==> src/rtl/data_bus_arbiter.sv <==
// data_bus_arbiter
// ----------------
// Round-robin arbiter that shares the MiniRISC data memory bus among
// NUM_MASTERS requesters (CPU, debug, DMA, ...). The master holding the
// grant has its address, write data and rd/wr strobes steered
// combinationally onto the single memory port.
//
// Optional feature macro: ARB_TIMEOUT_EN
//   defined   -> an owner that has held the bus for MAX_HOLD cycles is
//                pre-empted when any other master is requesting.
//   undefined -> an owner keeps the bus while its request stays high.
//
// Ports:
//   clk_i          clock, rising edge
//   rst_i          synchronous active-high reset
//   m_req_i        per-master request, held until transfer done
//   m_grant_o      one-hot grant (at most one bit high)
//   m_addr_i       packed addresses, master i at [i*ADDR_WIDTH +: ADDR_WIDTH]
//   m_wr_data_i    packed write data, same packing as m_addr_i
//   m_wr_i         per-master write strobe
//   m_rd_i         per-master read strobe
//   bus_addr_o     address to data memory
//   bus_wr_data_o  write data to data memory
//   bus_wr_o       memory write enable
//   bus_rd_o       memory read enable
//   bus_owner_o    registered owner index, meaningful while bus_busy_o = 1
//   bus_busy_o     a grant is currently active
module data_bus_arbiter #(
    parameter int NUM_MASTERS = 4,
    parameter int ADDR_WIDTH  = 8,
    parameter int DATA_WIDTH  = 8,
    parameter int MAX_HOLD    = 16
) (
    input  logic                              clk_i,
    input  logic                              rst_i,
    input  logic [NUM_MASTERS-1:0]            m_req_i,
    output logic [NUM_MASTERS-1:0]            m_grant_o,
    input  logic [NUM_MASTERS*ADDR_WIDTH-1:0] m_addr_i,
    input  logic [NUM_MASTERS*DATA_WIDTH-1:0] m_wr_data_i,
    input  logic [NUM_MASTERS-1:0]            m_wr_i,
    input  logic [NUM_MASTERS-1:0]            m_rd_i,
    output logic [ADDR_WIDTH-1:0]             bus_addr_o,
    output logic [DATA_WIDTH-1:0]             bus_wr_data_o,
    output logic                              bus_wr_o,
    output logic                              bus_rd_o,
    output logic [$clog2(NUM_MASTERS)-1:0]    bus_owner_o,
    output logic                              bus_busy_o
);

    localparam int OW = $clog2(NUM_MASTERS);
    localparam int HW = $clog2(MAX_HOLD);
    localparam logic [OW:0]   NM_W      = (OW+1)'(NUM_MASTERS);
    localparam logic [OW-1:0] LAST_INIT = OW'(NUM_MASTERS-1);
    localparam logic [HW-1:0] HOLD_MAX  = HW'(MAX_HOLD-1);

    typedef enum logic {IDLE, OWNED} state_t;

    state_t          state_q, state_d;
    logic [OW-1:0]   owner_q, owner_d;
    logic [OW-1:0]   last_q, last_d;
    logic [HW-1:0]   hold_cnt_q, hold_cnt_d;

    logic [ADDR_WIDTH-1:0] addr_arr    [NUM_MASTERS];
    logic [DATA_WIDTH-1:0] wr_data_arr [NUM_MASTERS];

    logic [OW:0]     scan_sum;
    logic [OW-1:0]   scan_idx;
    logic            win_any;
    logic [OW-1:0]   win_idx;
`ifdef ARB_TIMEOUT_EN
    logic            alt_any;
    logic [OW-1:0]   alt_idx;
`endif
    logic            grant_act;

    // Unpack the flat per-master buses so the mux can index by owner.
    for (genvar g = 0; g < NUM_MASTERS; g++) begin : g_unpack
        assign addr_arr[g]    = m_addr_i[g*ADDR_WIDTH +: ADDR_WIDTH];
        assign wr_data_arr[g] = m_wr_data_i[g*DATA_WIDTH +: DATA_WIDTH];
    end

    // Rotating priority search starting just after the last winner.
    // The sum never exceeds 2*NUM_MASTERS-1, so one conditional subtract
    // is enough to wrap it. The alternate search skips the current owner
    // and is used for time-out pre-emption.
    always_comb begin
        scan_sum = '0;
        scan_idx = '0;
        win_any  = 1'b0;
        win_idx  = '0;
`ifdef ARB_TIMEOUT_EN
        alt_any  = 1'b0;
        alt_idx  = '0;
`endif
        for (int k = 0; k < NUM_MASTERS; k++) begin
            scan_sum = {1'b0, last_q} + (OW+1)'(k + 1);
            if (scan_sum >= NM_W) begin
                scan_sum = scan_sum - NM_W;
            end
            scan_idx = scan_sum[OW-1:0];
            if (m_req_i[scan_idx] && !win_any) begin
                win_any = 1'b1;
                win_idx = scan_idx;
            end
`ifdef ARB_TIMEOUT_EN
            if (m_req_i[scan_idx] && !alt_any && (scan_idx != owner_q)) begin
                alt_any = 1'b1;
                alt_idx = scan_idx;
            end
`endif
        end
    end

    // Next-state logic. An owner releasing the bus hands it straight to
    // the next requester without passing through IDLE; hold_cnt saturates
    // so a long transfer cannot wrap it back to zero.
    always_comb begin
        state_d    = state_q;
        owner_d    = owner_q;
        last_d     = last_q;
        hold_cnt_d = hold_cnt_q;
        case (state_q)
            IDLE: begin
                if (win_any) begin
                    state_d    = OWNED;
                    owner_d    = win_idx;
                    last_d     = win_idx;
                    hold_cnt_d = '0;
                end
            end
            OWNED: begin
                if (!m_req_i[owner_q]) begin
                    if (win_any) begin
                        owner_d    = win_idx;
                        last_d     = win_idx;
                        hold_cnt_d = '0;
                    end else begin
                        state_d = IDLE;
                    end
                end
`ifdef ARB_TIMEOUT_EN
                else if ((hold_cnt_q == HOLD_MAX) && alt_any) begin
                    owner_d    = alt_idx;
                    last_d     = alt_idx;
                    hold_cnt_d = '0;
                end
`endif
                else if (hold_cnt_q != HOLD_MAX) begin
                    hold_cnt_d = hold_cnt_q + 1'b1;
                end
            end
            default: begin
                state_d = IDLE;
            end
        endcase
    end

    // State register with synchronous reset; last starts at the top index
    // so master 0 is first in line after reset.
    always_ff @(posedge clk_i) begin
        if (rst_i) begin
            state_q    <= IDLE;
            owner_q    <= '0;
            last_q     <= LAST_INIT;
            hold_cnt_q <= '0;
        end else begin
            state_q    <= state_d;
            owner_q    <= owner_d;
            last_q     <= last_d;
            hold_cnt_q <= hold_cnt_d;
        end
    end

    // Grant and bus mux follow the owner's live request, so a dropped
    // request removes the grant and strobes in the same cycle.
    always_comb begin
        grant_act     = (state_q == OWNED) && m_req_i[owner_q];
        m_grant_o     = '0;
        bus_addr_o    = '0;
        bus_wr_data_o = '0;
        bus_wr_o      = 1'b0;
        bus_rd_o      = 1'b0;
        if (grant_act) begin
            m_grant_o[owner_q] = 1'b1;
            bus_addr_o         = addr_arr[owner_q];
            bus_wr_data_o      = wr_data_arr[owner_q];
            bus_wr_o           = m_wr_i[owner_q];
            bus_rd_o           = m_rd_i[owner_q];
        end
        bus_busy_o  = grant_act;
        bus_owner_o = (state_q == OWNED) ? owner_q : '0;
    end

endmodule
==> config.mk <==
export PLATFORM = sky130hd
export DESIGN_NAME = data_bus_arbiter
export DESIGN_NICKNAME = d
export VERILOG_FILES = /design/src/rtl/data_bus_arbiter.sv
export SDC_FILE = /design/constraint.sdc
export NUM_CORES = 1
export LEC_CHECK = 0
export CAP_MARGIN = 20
export CORE_MARGIN = 2
export CORE_UTILIZATION = 25
export CTS_CLUSTER_SIZE = 40
export DETAILED_ROUTE_END_ITERATION = 7
export PLACE_DENSITY = 0.87
export SLEW_MARGIN = 20
export SYNTH_ARGS = -nofsm -noshare
export SYNTH_HDL_FRONTEND = slang
export SYNTH_SLANG_ARGS = --single-unit
==> constraint.sdc <==
create_clock -name clk_i -period 1.5 [get_ports clk_i]
set_input_delay 0.15 -clock clk_i [delete_from_list [all_inputs] [get_ports clk_i]]
set_output_delay 0.15 -clock clk_i [all_outputs]
set_load 0.1 [all_outputs]
After elaboration in Yosys (flattened, before gate mapping)
Cells that the tools add are included.
{"block": "classes", "n_addsub": 8, "magnitude_cmp": 11, "n_eq_ne": 1, "n_mux": 49, "bitwise": 2, "reduce_logical": 8}
{"op": "2-to-1 mux 8 bit", "n": 6}
{"op": "binary-select mux 8 bit (select 2 bit)", "n": 2}
{"op": "2-to-1 mux 2 bit", "n": 13}
{"op": "2-to-1 mux 1 bit", "n": 16}
{"op": ">= comparator 3 bit (second input constant)", "n": 5}
{"op": "< comparator 2 x 3 -> 1 bit (second input constant)", "n": 5}
{"op": "binary-select mux 1 bit (select 2 bit)", "n": 7}
{"op": "one-hot mux 2 bit (2 select lines)", "n": 2}
{"op": "subtractor 2 x 1 -> 2 bit (second input constant)", "n": 4}
{"op": "adder 2 x 2 -> 3 bit (second input constant)", "n": 2}
{"op": "logical AND 1 bit", "n": 5}
{"op": "2-to-1 mux 4 bit", "n": 1}
{"op": "adder 2 x 1 -> 3 bit (second input constant)", "n": 1}
{"op": "adder 2 x 3 -> 3 bit (second input constant)", "n": 1}
{"op": "zero test 1 bit", "n": 3}
{"op": "NOT 2 -> 3 bit", "n": 1}
{"op": "demux 1 bit (select 2 bit)", "n": 1}
{"op": ">= comparator 2 x 1 -> 1 bit (second input constant)", "n": 1}
{"op": "inequality test 2 bit (second input constant)", "n": 1}
{"op": "one-hot mux 1 bit (2 select lines)", "n": 1}
{"op": "NOT 1 bit", "n": 1}
{"block": "totals", "regBits": 5, "input_bits": 78, "out_inout_bits": 25}

Longest topological paths before layout
Gate-level depths: netlist of the first run.
{"block": "depth", "word_depth": 18, "mapped_depth": 7}

Worst setup path after synthesis of the first run
OpenSTA, ideal clock, no wires.
{"block": "synth_timing", "path_kind": "flip-flop to output port", "start": "register owner_q[0]", "end": "output port m_grant_o[1]", "t_arrival_ns": 2.924, "t_required_ns": 1.350, "path_slack_ns": -1.574, "stages_incl_launch_ff": 4, "path_buffers": 2, "cell_sequence": "dfxtp_1 > buf_6 > buf_2 > nor3b_1"}
{"block": "synth_via", "elab_chain_len": 5, "word_cells_on_any_way": 9}
{"item": "start, declared", "line": "59", "rtl": "logic [OW-1:0] owner_q, owner_d;"}
{"item": "start signal, assigned", "line": "168", "rtl": "owner_q <= owner_d;"}
{"item": "< comparator 2 x 3 -> 1 bit (implied by the code) or >= comparator 2 x 1 -> 1 bit (tied branches)", "line": "184", "rtl": "m_grant_o[owner_q] = 1'b1;"}
{"item": "logical AND 1 bit (implied by the code)", "line": "184"}
{"item": "2-to-1 mux 1 bit (implied by the code)", "line": "184"}
{"item": "demux 1 bit (select 2 bit)", "line": "184"}
{"item": "2-to-1 mux 4 bit *", "line": "183", "rtl": "if (grant_act) begin"}
{"item": "end, declared", "line": "37", "rtl": "output logic [NUM_MASTERS-1:0] m_grant_o,"}
Every way passes the cells marked *; elsewhere a longest branch is shown, timed or not. The select of a mux whose other input is x is not followed.

Worst setup path in the final report of the first run
{"block": "layout_timing", "start": "register owner_q[0]", "end": "output port bus_wr_data_o[7]"}
{"block": "layout_via", "elab_chain_len": 5, "word_cells_on_any_way": 8}
{"item": "NOT 2 -> 3 bit (implied by the code)", "line": "186", "rtl": "bus_wr_data_o = wr_data_arr[owner_q];"}
{"item": "binary-select mux 8 bit (select 2 bit)", "line": "186"}
{"item": "2-to-1 mux 8 bit (implied by the code) (2 in a row)", "line": "186"}
{"item": "2-to-1 mux 8 bit *", "line": "183"}
{"item": "end, declared", "line": "43", "rtl": "output logic [DATA_WIDTH-1:0] bus_wr_data_o,"}
Marked as above.

==> metrics.csv, run 1 <==
stage,metric,value,unit
outcome,status,"complete, but fails checks",
outcome,violations,setup timing,
clocking,cts_tree,done,
synth,ys_ff_latch,5,
place,dp_cells,242,
global_routing,grt_pass1_wl,6410,um
synth,yosys.area.top_type,mux4_2,
clocking,root_buffer,clkbuf_8,
global_routing,grt_max_degree,23,
pwr,comb_power_share,79.3,%
timing,rsz0062_at_grt,yes,
critical_path,endpoint_kind,output port,
floorplanning,rows,22,
pwr,irDropWorstVdd,0.000536,V
timing,timing.final.ws_setup,-0.288,ns
pwr,swShare,45.0,%
critical_path,cp_slowest_cell,mux4_2,
run,maxCapViolCount,0,
min_path,hold_path_class,primary input to flop,
synth,synth.avg_cell_area,11.0,sq um
synth,ys_seq_area_share,10.8,%
critical_path,critPathMaxStageDelay,0.50,ns
layout,area_growth,169,%
critical_path,reg2reg_setup_slack,-0.05,ns
critical_path,cp_max_fo,9,
pwr,switchingPower,0.932,mW
timing,setup_viol,21,
global_routing,grt_pass1_vias,1321,
pwr,internal-power,1.14,mW
layout,num-nets-final,277,
layout,finalNonFillerCells,246,
layout,final_cell_mix,"clkdlybuf4s50_1 (77), buf_12 (27), mux4_2 (18), and2_4 (18), buf_4 (13)",
timing,slew_headroom,82.3,%
critical_path,r2r_cells,5,
synth,yosys_warnings,0,
synth,synth_fp_nets,162,
clocking,insertion_delay,0.22,ns
drt,drtPass1Iterations,4,
floorplanning,coreArea,0.00361,sq mm
drt,drc,0,
global_routing,grt_remaining_overflow,0,
clocking,tritoncts.num_buffers,3,
pwr,seqPwrFrac,9.0,%
synth,yosys.area.top_type_share,43.8,%
critical_path,worst-path-buf-inv,2,
timing,max_freq,0.559,GHz
place,dpl.hpwl,3510,um
drt,num_vias,1178,
pwr,p_leak,0.945,nW
clocking,path_clk_slew,0.03,ns
pwr,p_clk_share,11.7,%
floorplanning,die_w,64.8,um
clocking,clockBufferDepth,2,
critical_path,critPathKind,flop to output port,
drt,viasPerCell,4.79,
timing,period_needed,1.79,ns
clocking,htree_levels,1,
pwr,power.density,832,mW/mm^2
floorplanning,dieArea,0.00420,sq mm
synth,synth.distinct_cells,29,
drt,ant_nets,0,
critical_path,r2r-end,last_q[0],
timing,finClkSkew,0.00138,ns
critical_path,crit_chain,buf_12 > mux4_2 > and2_4 > buf_12,
global_routing,grt_usage,19.8,%
place,post-place-ws,-0.237,ns
timing,final.period_utilization,119,%
place,place_congestion,0.759,
critical_path,r2r-start,owner_q[0],
critical_path,critPathLaunchType,flop,
timing,worst_pin_slew,0.264,ns
timing,maxSlewViolCount,0,
critical_path,required,1.35,ns
layout,layout_commonest_cell,clkdlybuf4s50_1,
min_path,hold_depth,2,
drt,wl_per_cell,16.4,um
drt,detail_route.iter0.violations,39,
layout,fin_util,69.0,%
global_routing,antenna_found_initial,0,
layout,antenna_cells,0,
synth,syn-cell-area,925,sq um
layout,drive_gt1_share,47.0,%
min_path,holdPathEnd,state_q,
critical_path,critPathMostFrequentCell,buf_12,
clocking,cts_sinks,5,
floorplanning,die_h,64.8,um
floorplanning,start_util,25.6,%
timing,hold_viol_final,0,
synth,synth.area.top_cells,"mux4_2 (44%), and2_1 (13%), dfxtp_1 (11%), buf_6 (3.7%), a21oi_1 (2.7%)",
place,portBuffers,102,
drt,drt-total-wl,4040,um
floorplanning,io_pins,103,
critical_path,crit_family,multiplexers,
clocking,cts_setup_buffers,0,
min_path,hold_start,rst_i,
synth,synth_cells,84,
critical_path,cp_data_arrival_time,1.64,ns
-- metrics by stage --
stage	power [mW]	cell area (sq um)	setup TNS, ns	hold slack, ns
final	2.07	2490	-5.07	0.547
after global routing	2.16	2490	-6.34	0.589
after CTS	2.09	2490	-5.39	0.548
after detailed placement	1.83	2430	-4.67	0.602
after global placement	1.80	2430	-4.20	0.550
after floorplan	1.20	1030	-2.22	0.219
-- metal layers --
metal  part of all wire [%]  vias up  wire length (um)  track usage [%]
met3                    6.9        6               280             4.51
li1                       -      556                 -                -
met2                     57       53              2320             39.2
met5                      0        -                 0                0
met4                    1.5        0                61             6.91
met1                     34      563              1380             19.8
-- state kept, by name, summed over array words and instances, names as in the netlist --
| signal | cells |
|---|---|
| last_q | 2 |
| owner_q | 2 |
| state_q | 1 |
-- how the worst max path moves through the flow --
stage | slack [ns] | cells past startpoint | start | end
after floorplan | -0.16 | 6 | owner_q[0] | bus_addr_o[0]
after global placement | -0.21 | 6 | m_req_i[0] | bus_addr_o[5]
after detailed placement | -0.24 | 6 | m_req_i[1] | bus_wr_data_o[2]
after CTS | -0.30 | 4 | owner_q[0] | bus_wr_data_o[7]
after global routing | -0.34 | 4 | owner_q[0] | bus_addr_o[4]
final | -0.29 | 4 | owner_q[0] | bus_wr_data_o[7]
-- final cells by class --
class | instances | area (sq um)
Fill cell | 259 | 1120
Tap cell | 48 | 60.1
Multi-Input combinational cell | 67 | 832
Timing Repair Buffer | 118 | 1420
Clock buffer | 4 | 45.0
Sequential cell | 5 | 104
Inverter | 4 | 26.3
-- repair_timing --
action	CTS	global route
setup endpoints to repair	23	22
gates resized for setup	4	0
hold buffers	0	0
pin swaps	2	0
-- cells by family (layout without fill, tap and decap cells) --
logic type / after synthesis / count (layout) / synth area share, %
and+or+nand+nor: 34 / 34 / 22.6
muxes: 21 / 21 / 48.8
AOI/OAI and AO/OA: 12 / 12 / 9.34
buffers and inverters: 12 / 126 / 8.39
DFF: 5 / 5 / 10.8
-- synthesized netlist by cell type, drive strengths merged --
cell    instances
nand2           2
mux4           18
o21ai           2
nor3            3
a31o            1
mux2i           3
buf             8
nand3b          1
o32ai           1
nor3b           1
o21bai          1
dfxtp           5
o22a            1
o221ai          1
or4             1
inv             4
and3            1
nand2b          2
a21oi           5
nor4            2
and2           19
nor2            2
-- power groups by stage --
stage               Sequential [mW]  Clock (mW)  Combinational, mW
floorplan                     0.162           0               1.04
global placement              0.186           0               1.61
detailed placement            0.188           0               1.64
CTS                           0.187       0.251               1.65
global route                  0.189       0.260               1.71
finish                        0.187       0.242               1.64
No activity file was read; power rests on OpenSTA's default activity.
==> run 2, diff against run 1 <==
Settings changed: MAX_ROUTING_LAYER from default to met4.
==> run 2 against run 1 <==
  * The run still ends with setup timing left
  * Worst setup slack worse by 0.0040 ns
  * Flip-flop and latch count stayed put
  * Critical path depth stayed put
  * Design area stayed put
  * Combinational power hardly changed
  * Clock-buffer cell count stayed put
  * Via count hardly changed
  * Clock power hardly changed
  * Routed wire length hardly changed
  * Core utilization stayed put
  * Final cell count stayed put
  * Fmax is 0.22% lower
==> metrics.csv, run 2 (synthesis results as in run 1) <==
stage,metric,value,unit,change
outcome,status,"complete, but fails checks",,
outcome,violations,setup timing,,
drt,ant_nets,0,,unchanged
layout,area_growth,169,%,unchanged
clocking,cts_sinks,5,,unchanged
critical_path,r2r-end,last_q[0],,
layout,layout_commonest_cell,clkdlybuf4s50_1,,
pwr,power.density,833,mW/mm^2,about the same
floorplanning,io_pins,103,,unchanged
critical_path,critPathLaunchType,flop,,
layout,num-fill-cells,259,,unchanged
layout,finalInstanceArea,0.00249,sq mm,unchanged
global_routing,grt_remaining_overflow,0,,unchanged
global_routing,grt_max_degree,23,,unchanged
global_routing,grt_usage,20.4,%,+0.58 points
min_path,hold_start,rst_i,,
critical_path,critPathMostFrequentCell,buf_12,,
layout,antenna_cells,0,,unchanged
drt,wl_met3,277,um,-1.1%
global_routing,grt_pass1_wl,6440,um,+0.53%
pwr,p_leak,0.945,nW,unchanged
clocking,path_clk_slew,0.03,ns,about the same
place,portBuffers,102,,unchanged
layout,reg.largest.list,"last_q: 2 flops, owner_q: 2 flops, state_q: 1 flops",,
floorplanning,coreArea,0.00361,sq mm,unchanged
run,maxCapViolCount,0,,unchanged
global_routing,grt_pass1_vias,1321,,unchanged
clocking,insertion_delay,0.22,ns,about the same
min_path,hold_depth,2,,unchanged
layout,multi_input_area,832,sq um,unchanged
drt,wl_per_cell,16.4,um,about the same
drt,drc,0,,unchanged
drt,num_vias,1179,,+0.085%
floorplanning,die_w,64.8,um,unchanged
critical_path,r2r-start,owner_q[0],,
drt,drt-total-wl,4040,um,about the same
floorplanning,dieArea,0.00420,sq mm,unchanged
min_path,hold_path_class,primary input to flop,,
critical_path,crit_family,multiplexers,,
clocking,clockBufferDepth,2,,unchanged
pwr,irDropWorstVdd,0.000536,V,about the same
drt,detail_route.iter0.violations,44,,+13%
critical_path,crit_chain,buf_12 > mux4_2 > and2_4 > buf_12,,
place,dpl.hpwl,3510,um,unchanged
timing,setup_tns,-5.08,ns,-0.0162 ns
critical_path,cp_max_fo,9,,unchanged
floorplanning,rows,22,,unchanged
clocking,cts_tree,done,,
timing,hold_viol_final,0,,unchanged
clocking,root_buffer,clkbuf_8,,
critical_path,endpoint_kind,output port,,
timing,slew_headroom,82.3,%,about the same
layout,regArea,104,sq um,unchanged
timing,timing.final.ws_setup,-0.292,ns,-0.00396 ns
critical_path,cp_data_arrival_time,1.64,ns,about the same
place,placed_cell_area,0.00243,sq mm,unchanged
layout,final_cell_mix,"clkdlybuf4s50_1 (77), buf_12 (27), mux4_2 (18), and2_4 (18), buf_4 (13)",,
timing,maxSlewViolCount,0,,unchanged
timing,final.period_utilization,119,%,+0.26 points
critical_path,cp_slowest_cell,mux4_2,,
critical_path,reg2reg_setup_slack,-0.05,ns,about the same
critical_path,critPathKind,flop to output port,,
layout,num-nets-final,277,,unchanged
timing,setup_viol,21,,unchanged
drt,top_layer_used,met4,,
timing,period_needed,1.79,ns,+0.00396 ns
layout,drive_gt1_share,47.0,%,unchanged
critical_path,critPathMaxStageDelay,0.50,ns,about the same
layout,fin_util,69.0,%,unchanged
floorplanning,die_h,64.8,um,unchanged
timing,max_freq,0.558,GHz,-0.22%
critical_path,required,1.35,ns,about the same
drt,drt-met1-wl,1390,um,+0.51%
drt,drtPass1Iterations,4,,unchanged
critical_path,r2r_cells,5,,unchanged
timing,rsz0062_at_grt,yes,,
clocking,htree_levels,1,,unchanged
floorplanning,start_util,25.6,%,unchanged
timing,finClkSkew,0.00138,ns,unchanged
drt,wl_met2,2330,um,+0.56%
min_path,holdPathEnd,state_q,,
critical_path,worst-path-buf-inv,2,,unchanged
place,place_congestion,0.769,,+1.3%
timing,whs,0.547,ns,+0.0000160 ns
clocking,cts_hold_buf,0,,unchanged
timing,worst_pin_slew,0.264,ns,+0.00000477 ns
drt,viasPerCell,4.79,,about the same
clocking,tritoncts.num_buffers,3,,unchanged
global_routing,antenna_found_initial,0,,unchanged
## run 2: final cells by class
type,instances,share of cell area (%)
clock buffers,4,1.81
inverters,4,1.06
multi-input cells,67,33.5
flip-flops and latches,5,4.18
well taps,48,2.41
repair buffers,118,57.1
## run 2: worst max-delay path by stage
stage,from,endpoint,depth (start not counted)
2_1_floorplan,owner_q[0],bus_addr_o[0],6
3_3_place_gp,m_req_i[0],bus_addr_o[5],6
3_5_place_dp,m_req_i[1],bus_wr_data_o[2],6
4_1_cts,owner_q[0],bus_wr_data_o[7],4
5_1_grt,owner_q[0],bus_addr_o[4],4
6_report,owner_q[0],bus_wr_data_o[7],4
## run 2: power breakdown
part           switching, mW  total, mW  leakage (nW)  internal [mW]
registers             0.0326      0.187        0.0423          0.154
logic                  0.840       1.64         0.880          0.802
clock network         0.0604      0.242        0.0228          0.182
## run 2: metal layers
metal | vias up | GRT usage, %
li1 | 556 | -
met1 | 568 | 20.0
met2 | 51 | 39.6
met3 | 4 | 4.34
met4 | 0 | 6.12
met5 | - | -
## run 2: per-stage QoR
| step | power [mW] | setup WS (ns) | cells |
|---|---|---|---|
| floorplan | 1.20 | -0.156 | 84 |
| global placement | 1.80 | -0.210 | 242 |
| detailed placement | 1.83 | -0.237 | 242 |
| CTS | 2.09 | -0.303 | 246 |
| global route | 2.16 | -0.343 | 246 |
| finish | 2.07 | -0.292 | 246 |
## run 2: timing repair
action,CTS,global route
endpoints found under the hold margin,0,0
cloned,0,0
buffers inserted,0,0
pin swaps,2,0
gates resized for setup,4,0
setup endpoints to repair,23,22
